<file path="src/rtl/busyctr_prog.sv">
// ---------------------------------------------------------------------------
// busyctr_prog
//   Programmable busy/timeout counter. An accepted start loads a run-time
//   length N. The block then reports busy for exactly N cycles and pulses
//   done for one cycle when the run expires. The current remaining count is
//   visible on o_count. Hold pauses the count, abort cancels the run, and two
//   compile-time options add retrigger and periodic auto-reload.
//
// Parameters
//   BW            counter and load width in bits (2..32)
//   OPT_RETRIGGER 1: a start while busy reloads the counter; 0: it is ignored
//   OPT_PERIODIC  1: i_periodic is honoured; 0: i_periodic is treated as 0
//
// Ports
//   i_clk       system clock, all logic on the rising edge
//   i_reset     synchronous active-high reset
//   i_start     start request, sampled every cycle
//   i_load      length N, sampled with an accepted start
//   i_periodic  auto-reload request, sampled with an accepted start
//   i_hold      freezes the count while high
//   i_abort     cancels the current run without a done pulse
//   o_busy      counter != 0
//   o_done      single-cycle expiry pulse (registered)
//   o_count     remaining cycles (current counter value)
// ---------------------------------------------------------------------------
module busyctr_prog #(
    parameter int unsigned BW            = 16,
    parameter bit          OPT_RETRIGGER = 1'b0,
    parameter bit          OPT_PERIODIC  = 1'b1
) (
    input  logic          i_clk,
    input  logic          i_reset,
    input  logic          i_start,
    input  logic [BW-1:0] i_load,
    input  logic          i_periodic,
    input  logic          i_hold,
    input  logic          i_abort,
    output logic          o_busy,
    output logic          o_done,
    output logic [BW-1:0] o_count
);

    localparam logic [BW-1:0] ONE = BW'(1);

    logic [BW-1:0] count_q, count_d;
    logic [BW-1:0] len_q,   len_d;
    logic          per_q,   per_d;
    logic          done_q,  done_d;

    logic          busy;
    logic          start_acc;

    assign busy = (count_q != '0);

    // A zero length is never accepted; while busy a start only counts when
    // retriggering is enabled.
    assign start_acc = i_start && (i_load != '0) && (!busy || OPT_RETRIGGER);

    // Next-state logic, priority: abort > accepted start > hold > decrement.
    // Reset is applied in the register process and overrides all of these.
    always_comb begin
        count_d = count_q;
        len_d   = len_q;
        per_d   = per_q;
        done_d  = 1'b0;

        if (i_abort) begin
            count_d = '0;
            per_d   = 1'b0;
        end else if (start_acc) begin
            // A retrigger in the expiry cycle wins: the old run never reports done.
            count_d = i_load;
            len_d   = i_load;
            per_d   = i_periodic && OPT_PERIODIC;
        end else if (i_hold) begin
            // Everything frozen; done is a pulse so it still drops.
            count_d = count_q;
        end else if (busy) begin
            if (count_q == ONE) begin
                done_d  = 1'b1;
                // Periodic runs reload instead of passing through zero, so
                // busy stays high without a gap.
                count_d = per_q ? len_q : '0;
            end else begin
                count_d = count_q - ONE;
            end
        end
    end

    always_ff @(posedge i_clk) begin
        if (i_reset) begin
            count_q <= '0;
            len_q   <= '0;
            per_q   <= 1'b0;
            done_q  <= 1'b0;
        end else begin
            count_q <= count_d;
            len_q   <= len_d;
            per_q   <= per_d;
            done_q  <= done_d;
        end
    end

    assign o_busy  = busy;
    assign o_done  = done_q;
    assign o_count = count_q;

endmodule

</file>
<file path="config.mk">
export PLATFORM = sky130hd
export DESIGN_NAME = busyctr_prog
export DESIGN_NICKNAME = d
export VERILOG_FILES = /design/src/rtl/busyctr_prog.sv
export SDC_FILE = /design/constraint.sdc
export NUM_CORES = 1
export LEC_CHECK = 0
export CAP_MARGIN = 20
export CORE_ASPECT_RATIO = 0.5
export CORE_UTILIZATION = 47
export CTS_BUF_LIST = sky130_fd_sc_hd__clkbuf_4
export DETAILED_ROUTE_END_ITERATION = 8
export GPL_ROUTABILITY_DRIVEN = 0
export PLACE_DENSITY = 0.8
export SLEW_MARGIN = 40
export SYNTH_ARGS = -nofsm -noshare
export SYNTH_HDL_FRONTEND = slang
export SYNTH_SLANG_ARGS = --single-unit
</file>
<file path="constraint.sdc">
create_clock -name i_clk -period 2 [get_ports i_clk]
set_input_delay 0.2 -clock i_clk [delete_from_list [all_inputs] [get_ports i_clk]]
set_output_delay 0.2 -clock i_clk [all_outputs]
set_load 0.02 [all_outputs]
</file>
Yosys cells after proc, flatten, opt, wreduce, memory -nomap -nowiden
Index checks and enable logic that the tools add are counted.

Output and inout port bits: 18. Flip-flop bits (word level): 34. Word-level logic and storage cells: 25.

$add $sub $neg: 1. Reductions and logical operators: 10. Eq/ne operators: 2. Multiplexer cells: 6. Bitwise logic cells: 2.

Operators by type and width (count): 16-bit 2-to-1 mux (5); 16-bit nonzero test (2); 16-bit by 1-bit equality test with 1-bit output, second input constant (1); 16-bit by 1-bit subtractor with 16-bit output, second input constant (1); 5-bit OR reduction (1); 2-bit AND reduction (2); 1-bit logical AND (2); 2-bit by 1-bit inequality test with 1-bit output, second input constant (1); 1-bit inverter (2); 2-bit nonzero test (1); 2-bit OR reduction (1); 1-bit logical NOT (1); 1-bit 2-to-1 mux (1).

Longest topological paths before layout
Gate-level depths: netlist (run 1).

Depth in word-level cells: 5. Depth in mapped cells: 10. Depth with buffers taken out: 8.

Least setup slack after synthesis (run 1)
OpenSTA, ideal clock, no wires.

Kind: reg-to-reg. From: reg count_q[0] (netlist: o_count[0]). To: reg count_q[10] (netlist: o_count[10]). Slack: -0.159 ns. Required time: 1.878 ns. Arrival time: 2.038 ns. Period minus slack after synthesis: 2.159 ns. Buffers on the path: 2. Stages on the path, launching flop included: 10. Setup time: 0.122 ns. Cells stage by stage: dfxtp_1 > inv_1 > ha_1 > nor3b_1 > a41o_1 > or2_1 > buf_2 > buf_4 > a211oi_1 > a221o_1.

Longest elaborated chain between the ends: 5.

RTL lines: start: declaration (RTL line 45) `logic [BW-1:0] count_q, count_d;`; start signal: assignment (RTL line 97) `count_q <= count_d;`; 16-bit by 1-bit subtractor with 16-bit output, or another cell as far along (RTL line 85) `count_d = count_q - ONE;`; 16-bit 2-to-1 mux or 1-bit logical NOT (tied branches) (RTL line 79, 57); 16-bit 2-to-1 mux or 1-bit logical AND (tied branches) (RTL line 78, 57); 16-bit 2-to-1 mux, or another cell as far along (RTL line 75) `end else if (i_hold) begin`; 16-bit 2-to-1 mux or 2-bit AND reduction (tied branches).

Parallel ways exist; a longest one is shown, timed or not. The select of a mux whose other input is x is not followed. A chain may end at the register's enable or synchronous reset.

Final worst setup path (run 1)
From: in i_load[0]. To: reg count_q[0] (netlist: o_count[0]).

Longest elaborated chain between the ends: 5.

RTL lines: start: declaration (RTL line 34) `input logic [BW-1:0] i_load,`; 16-bit nonzero test (RTL line 57) `assign start_acc = i_start && (i_load != '0) && (!busy || OPT_RETRIGGER);`; 1-bit logical AND (2 in series) (RTL line 57); 2-bit by 1-bit inequality test with 1-bit output (no line) or 2-bit nonzero test (tied branches); 2-bit AND reduction (no line).

Parallel ways exist; a longest one is shown, timed or not.

==> run_results.csv, run 1 <==
group,metric,value,unit
worst_setup_path,end_kind,"register",
layout,diodes,0,
cts,cts_tree,"yes",
layout,fill_cells,255,
timing,final-hold-violation-count,0,
job,maxCapViolCount,0,
synth,ys.warnings.count,0,
power_and_ir_drop,internal_power,2.36,mW
worst_setup_path,cp.depth,9,
worst_setup_path,r2r_end,"o_count[5]$_SDFFE_PP0P_",
worst_setup_path,slowest_stage,"clkdlybuf4s50_1",
worst_setup_path,crit_family,"simple AND/OR/NAND/NOR gates",
worst_setup_path,arrival,2190,ps
layout,multi_input_area,1130,um^2
power_and_ir_drop,seqPwrFrac,0.246,
global_route,antenna_found_initial,0,
synth,netlist_instances,222,
cts,cts_made_buffers,5,
detailed_routing,drtAntennaViolNets,0,
timing,holdWs,462,ps
min_path,hold_class,"reg2reg",
timing,rsz0062_at_grt,"yes",
timing,clock.fmax,520,MHz
synth,synth_area_leaders,"dfxtp_1 36%, nand2_1 7.8%, a21oi_1 5.9%",
global_route,grt_use_total,0.291,
timing,worst_slew_pin_slew,713,ps
detailed_routing,wl_per_cell,16.8,um
global_route,grt_pass1_vias,1859,
cts,clk_pin_slew,100,ps
timing,fin_skew,9.03,ps
worst_setup_path,cp_cell_sequence,"clkdlybuf4s50_1 > nor4_2 > nand4_1 > and4_1 > buf_4 > nor3b_4 > buf_4 > a22oi_1 > o21ai_1",
power_and_ir_drop,p_leak,1.05,nW
worst_setup_path,cp-start-kind,"input pin",
floorplanning,core,3620,um^2
global_route,grt_pass1_wl,9060,um
detailed_routing,first_iter_violations,211,
cts,clock-sinks,34,
worst_setup_path,criticalPathCategory,"in2reg",
power_and_ir_drop,vdd_drop_max,0.648,mV
synth,synth_nets,246,
synth,avgSynthCellArea,8.45,um^2
global_route,grt-ovfl-total,0,
floorplanning,floorplan.initialDensity,0.518,
synth,ys.flop_type,"dfxtp_1",
detailed_routing,route.detailed.drc,0,
synth,synth_most_common_cell,"nand2_1",
timing,setup_violations,0,
cts,cts_root_buf,"clkbuf_4",
layout,stdcell_count,350,
timing,slew_violations,0,
power_and_ir_drop,netSwitchingFraction,0.435,
floorplanning,die_h,46.7,um
synth,syn_area,1880,um^2
worst_setup_path,slowest_delay,510,ps
detailed_routing,drt_wl_total,5890,um
synth,ys_seq_area_frac,0.363,
worst_setup_path,worstRegToRegCells,7,
power_and_ir_drop,clockPowerShare,0.086,
synth,ys_ff_latch,34,
synth,synth_edf_count,0,
timing,fin_crit,1920,ps
timing,setup_tns,0,ps
layout,final_nets,322,
placed_design,io_buffers,39,
worst_setup_path,critical_path.endpoint,"o_count[0]$_SDFFE_PP0P_",
floorplanning,die_area,4260,um^2
detailed_routing,vias,2112,
power_and_ir_drop,total_power,4.17,mW
layout,seq_area,686,um^2
global_route,grt_start_max_net_pins,18,
layout,area_growth,44.2,%
worst_setup_path,r2r-start,"o_count[8]$_SDFFE_PP0P_",
timing,period_share,0.961,
floorplanning,die_w,91.3,um
worst_setup_path,critPathMaxFanout,7,
detailed_routing,via_per_inst,6.03,
outcome,status,"finished, final reports clean",
synth,synth_top_cell_by_area,"dfxtp_1",
placed_design,dp.cells,340,
synth,synth_commonest_cells,"39 x nand2_1, 34 x dfxtp_1, 22 x a21oi_1",
floorplanning,io_pins,40,
power_and_ir_drop,p_sw,1.81,mW
placed_design,dpl.hpwl,4290,um
power_and_ir_drop,power.density,1540,nW/um^2
synth,synth_top_area_share,0.363,
worst_setup_path,cp_common_cell,"buf_4",
worst_setup_path,required,2270,ps
layout,drive_gt1_frac,0.271,
worst_setup_path,r2r_slack,80,ps
detailed_routing,drt_first_pass_iters,5,
cts,htreeDepth,2,
power_and_ir_drop,combPwrFrac,0.668,
floorplanning,num_rows,15,
worst_setup_path,startpoint,"i_load[0]",
timing,slew-limit-headroom,0.524,
synth,synthArstFlopShare,0,
synth,ys_types,41,
worst_setup_path,cp_num_buf_inv,3,
cts,clockBufferDepth,2,
cts,clk_latency,340,ps
==> worst min path at each step <==
stage | start | cells after the start | to
after floorplan | i_load[11] | 2 | o_count[11]$_SDFFE_PP0P_
after global placement | len_q[2]$_SDFFE_PP0P_ | 2 | len_q[2]$_SDFFE_PP0P_
after detailed placement | len_q[4]$_SDFFE_PP0P_ | 2 | len_q[4]$_SDFFE_PP0P_
after CTS | i_periodic | 3 | per_q$_SDFFE_PP0P_
after global routing | i_load[8] | 3 | len_q[8]$_SDFFE_PP0P_
final | len_q[4]$_SDFFE_PP0P_ | 2 | len_q[4]$_SDFFE_PP0P_
==> logic make-up after synthesis <==
| logic type | Yosys count | synth area share |
|---|---|---|
| mux | 1 | 0.00534 |
| fa+ha+maj | 2 | 0.0133 |
| simple gates | 85 | 0.243 |
| buf+inv | 22 | 0.0640 |
| flops | 34 | 0.363 |
| compound gates | 66 | 0.255 |
| xor+xnor | 12 | 0.0560 |
==> layout by cell type, fill, tap and decap left out, drive strengths merged, types with 2 or more instances in the layout <==
cell type / count
a211o: 2
a211oi: 7
a21oi: 32
a221o: 9
a22oi: 6
a31oi: 2
and2b: 2
and4: 2
buf: 49
clkbuf: 6
clkdlybuf4s50: 38
clkinv: 3
dfxtp: 34
ha: 2
inv: 3
nand2: 39
nand2b: 2
nand3: 2
nand4: 3
nor2: 10
nor3: 5
nor3b: 2
nor4: 11
o21ai: 2
o32ai: 2
or2: 3
or4: 2
xnor2: 9
xor2: 3
==> what timing repair did <==
item	CTS	global route
gates cloned	0	0
setup buffers	0	2
hold buffers	0	0
pin swaps	0	2
setup endpoints to repair	2	19
resized for setup	4	10
==> power groups by stage <==
stage / Clock (mW) / Combinational [mW] / Sequential (mW)
3_5_place_dp: 0 / 2.63 / 1.02
5_1_grt: 0.395 / 2.99 / 1.04
2_1_floorplan: 0 / 1.56 / 1.13
3_3_place_gp: 0 / 2.57 / 1.01
6_report: 0.359 / 2.78 / 1.03
4_1_cts: 0.368 / 2.64 / 1.00
==> per-layer routing <==
layer  GRT usage  vias to the layer above  part of all wire  wire length (um)
li1            -                      969                 -                 -
met1       0.405                     1001              0.46              2720
met2       0.438                      133              0.43              2540
met3      0.0842                        9             0.097               571
met4      0.0889                        0            0.0097                57
met5           0                        -                 0                 0
==> stage by stage <==
step                worst slack (ps)  area (um^2)  utilization
finish                          77.6         2710        0.747
global route                    11.8         2710        0.747
CTS                             15.3         2650        0.732
detailed placement              -319         2590        0.716
global placement                -376         2590        0.716
floorplan                       6.62         1880            -
==> registers in the layout, indices dropped and copies added, names as in the netlist <==
| signal | cells |
|---|---|
| per_q | 1 |
| o_count | 16 |
| len_q | 16 |
| o_done | 1 |
==> tightest hold or removal path, stage by stage (launching register included) <==
cell and delay, ps:
dfxtp_1 330, nand2_1 50, a21oi_1 50
==> cell type report <==
cell class	instances	share of cell area
Multi-Input combinational cell	166	0.418
Tap cell	51	0.0236
Clock buffer	5	0.0139
Clock inverter	3	0.00416
Sequential cell	34	0.253
Timing Repair Buffer	88	0.283
Inverter	3	0.00416
(Power assumes the default switching activity.)
==> run 2, diff against run 1 <==
--- a/config.mk
+++ b/config.mk
@@ -6,8 +6,10 @@
 export NUM_CORES = 1
 export LEC_CHECK = 0
 export CAP_MARGIN = 20
+export CELL_PAD_IN_SITES_DETAIL_PLACEMENT = 0
+export CELL_PAD_IN_SITES_GLOBAL_PLACEMENT = 2
 export CORE_ASPECT_RATIO = 0.5
-export CORE_UTILIZATION = 47
+export CORE_UTILIZATION = 28
 export CTS_BUF_LIST = sky130_fd_sc_hd__clkbuf_4
 export DETAILED_ROUTE_END_ITERATION = 8
 export GPL_ROUTABILITY_DRIVEN = 0
@@ -16,3 +18,4 @@
 export SYNTH_ARGS = -nofsm -noshare
 export SYNTH_HDL_FRONTEND = slang
 export SYNTH_SLANG_ARGS = --single-unit
+export TNS_END_PERCENT = 50
==> run_results.csv, run 2 (same netlist as run 1, synthesis figures left out) <==
group,metric,value,unit
floorplanning,die_h,59.9,um
outcome,status,"finished, final reports clean",
detailed_routing,drt_first_pass_iters,4,
global_route,grt_start_max_net_pins,17,
cts,cts_tree,"yes",
global_route,antenna_found_initial,0,
layout,fill_cells,620,
worst_setup_path,startpoint,"o_count[10]$_SDFFE_PP0P_",
power_and_ir_drop,p_leak,1.12,nW
floorplanning,die_area,7050,um^2
detailed_routing,drt_wl_total,6320,um
worst_setup_path,required,2220,ps
layout,area_growth,53.4,%
placed_design,io_buffers,39,
cts,clockBufferDepth,2,
layout,drive_gt1_frac,0.329,
timing,final-hold-violation-count,0,
worst_setup_path,criticalPathCategory,"reg2reg",
worst_setup_path,arrival,2190,ps
floorplanning,num_rows,20,
timing,period_share,0.985,
placed_design,dpl_worst_slack,-374,ps
cts,postCtsHoldBufs,0,
global_route,grt_pass1_wl,9790,um
worst_setup_path,worstRegToRegCells,9,
global_route,grt_pass1_vias,1884,
detailed_routing,route.detailed.drc,0,
layout,multi_input_area,1140,um^2
cts,clk_latency,330,ps
floorplanning,floorplan.initialDensity,0.300,
min_path,hold_class,"reg2reg",
timing,slew-limit-headroom,0.525,
detailed_routing,wl_per_cell,15.7,um
job,maxCapViolCount,0,
layout,layout_common_cells,"60 x buf_4, 39 x nand2_1, 38 x clkdlybuf4s50_1",
cts,htreeDepth,2,
timing,setup_violations,0,
cts,clock-sinks,34,
timing,fin_skew,12.2,ps
global_route,grt_use_total,0.182,
detailed_routing,first_iter_violations,87,
timing,clock.fmax,508,MHz
placed_design,dp.cells,387,
timing,fin_ws,30.7,ps
floorplanning,die_w,118,um
detailed_routing,via_per_inst,4.90,
layout,final_nets,336,
floorplanning,core,6260,um^2
layout,finish.utilization,0.460,
layout,stdcell_count,401,
min_path,hp-start,"len_q[2]$_SDFFE_PP0P_",
detailed_routing,drtAntennaViolNets,0,
global_route,grt-ovfl-total,0,
layout,diodes,0,
worst_setup_path,end_kind,"register",
timing,worst_slew_pin_slew,712,ps
worst_setup_path,critical_path.endpoint,"o_count[14]$_SDFFE_PP0P_",
floorplanning,io_pins,40,
cts,cts_root_buf,"clkbuf_4",
worst_setup_path,r2r_slack,30,ps
worst_setup_path,r2r-start,"o_count[10]$_SDFFE_PP0P_",
cts,cts_made_buffers,5,
layout,seq_area,686,um^2
cts,clk_pin_slew,120,ps
worst_setup_path,cp-start-kind,"register",
worst_setup_path,critPathMaxFanout,5,
worst_setup_path,r2r_end,"o_count[14]$_SDFFE_PP0P_",
power_and_ir_drop,power.density,1520,nW/um^2
layout,layout_commonest_cell,"buf_4",
power_and_ir_drop,vdd_drop_max,0.517,mV
placed_design,dpl.hpwl,4740,um
timing,fin_crit,1970,ps
timing,slew_violations,0,
detailed_routing,vias,1965,
[run 2: changes by cell type in the layout (fill, tap and decap cells not counted), moves of 2 or more]
cell and delta:
dfxtp_1 -2, clkinv_1 -2, nor3b_4 -2, buf_6 +2, buf_4 +12, nor3b_2 +2
dfxtp_2 +3
[run 2: area by class of cell]
type                    instances  share of cell area
multi-input cells             166               0.395
repair buffers                102               0.305
clock buffers                   5              0.0130
flip-flops and latches         34               0.238
well taps                      88              0.0383
clock inverters                 3             0.00565
inverters                       3             0.00391
[run 2: worst max-delay path, cell delays in order, from the launching register on]
cell     delay (ps)
dfxtp_2         360
nor4_4          360
and2_4          240
buf_4           110
nand4_1         110
buf_4           190
buf_4           130
a21oi_1         170
a211o_1         130
a21oi_1          50
[run 2: per-stage QoR]
stage          hold slack, ps  setup TNS (ps)  area, um^2  power, mW
3_3_place_gp              439           -7000        2720       3.69
4_1_cts                   463               0        2800       4.12
6_report                  460               0        2880       4.37
2_1_floorplan             313               0        1880       2.69
3_5_place_dp              446           -7170        2720       3.70
5_1_grt                   480           -4.62        2880       4.68
[run 2: what timing repair did]
item                       4_1_cts  5_1_grt
gates resized for setup          4       15
setup buffers                    2        4
setup endpoints to repair       15       16
pin swaps                        1        3
[run 2: worst min-delay path by stage]
stage | end | depth (start not counted) | slack (ps)
floorplan | o_count[11]$_SDFFE_PP0P_ | 2 | 310
global placement | len_q[4]$_SDFFE_PP0P_ | 2 | 440
detailed placement | len_q[2]$_SDFFE_PP0P_ | 2 | 450
CTS | len_q[2]$_SDFFE_PP0P_ | 2 | 460
global route | len_q[2]$_SDFFE_PP0P_ | 2 | 480
finish | len_q[2]$_SDFFE_PP0P_ | 2 | 460
[run 2: where the power goes]
| part | total [mW] | internal [mW] | switching [mW] | leakage (nW) |
|---|---|---|---|---|
| clock network | 0.378 | 0.131 | 0.247 | 0.0286 |
| registers | 1.01 | 0.844 | 0.164 | 0.278 |
| logic | 2.99 | 1.53 | 1.46 | 0.814 |
| total | 4.37 | 2.50 | 1.87 | 1.12 |
[run 2: layer usage]
metal / routed length (um) / vias up / global-route usage
met5: 0 / - / 0
met4: 29 / 0 / 0.0385
met3: 328 / 2 / 0.0410
met2: 2680 / 34 / 0.288
met1: 3280 / 931 / 0.255
li1: - / 998 / -
==> run 3, diff against run 2 <==
--- a/config.mk
+++ b/config.mk
@@ -5,6 +5,7 @@
 export SDC_FILE = /design/constraint.sdc
 export NUM_CORES = 1
 export LEC_CHECK = 0
+export ABC_AREA = 0
 export CAP_MARGIN = 20
 export CELL_PAD_IN_SITES_DETAIL_PLACEMENT = 0
 export CELL_PAD_IN_SITES_GLOBAL_PLACEMENT = 2
==> results of run 3 <==
Final layout, timing and power as in run 2 (identical DEF).
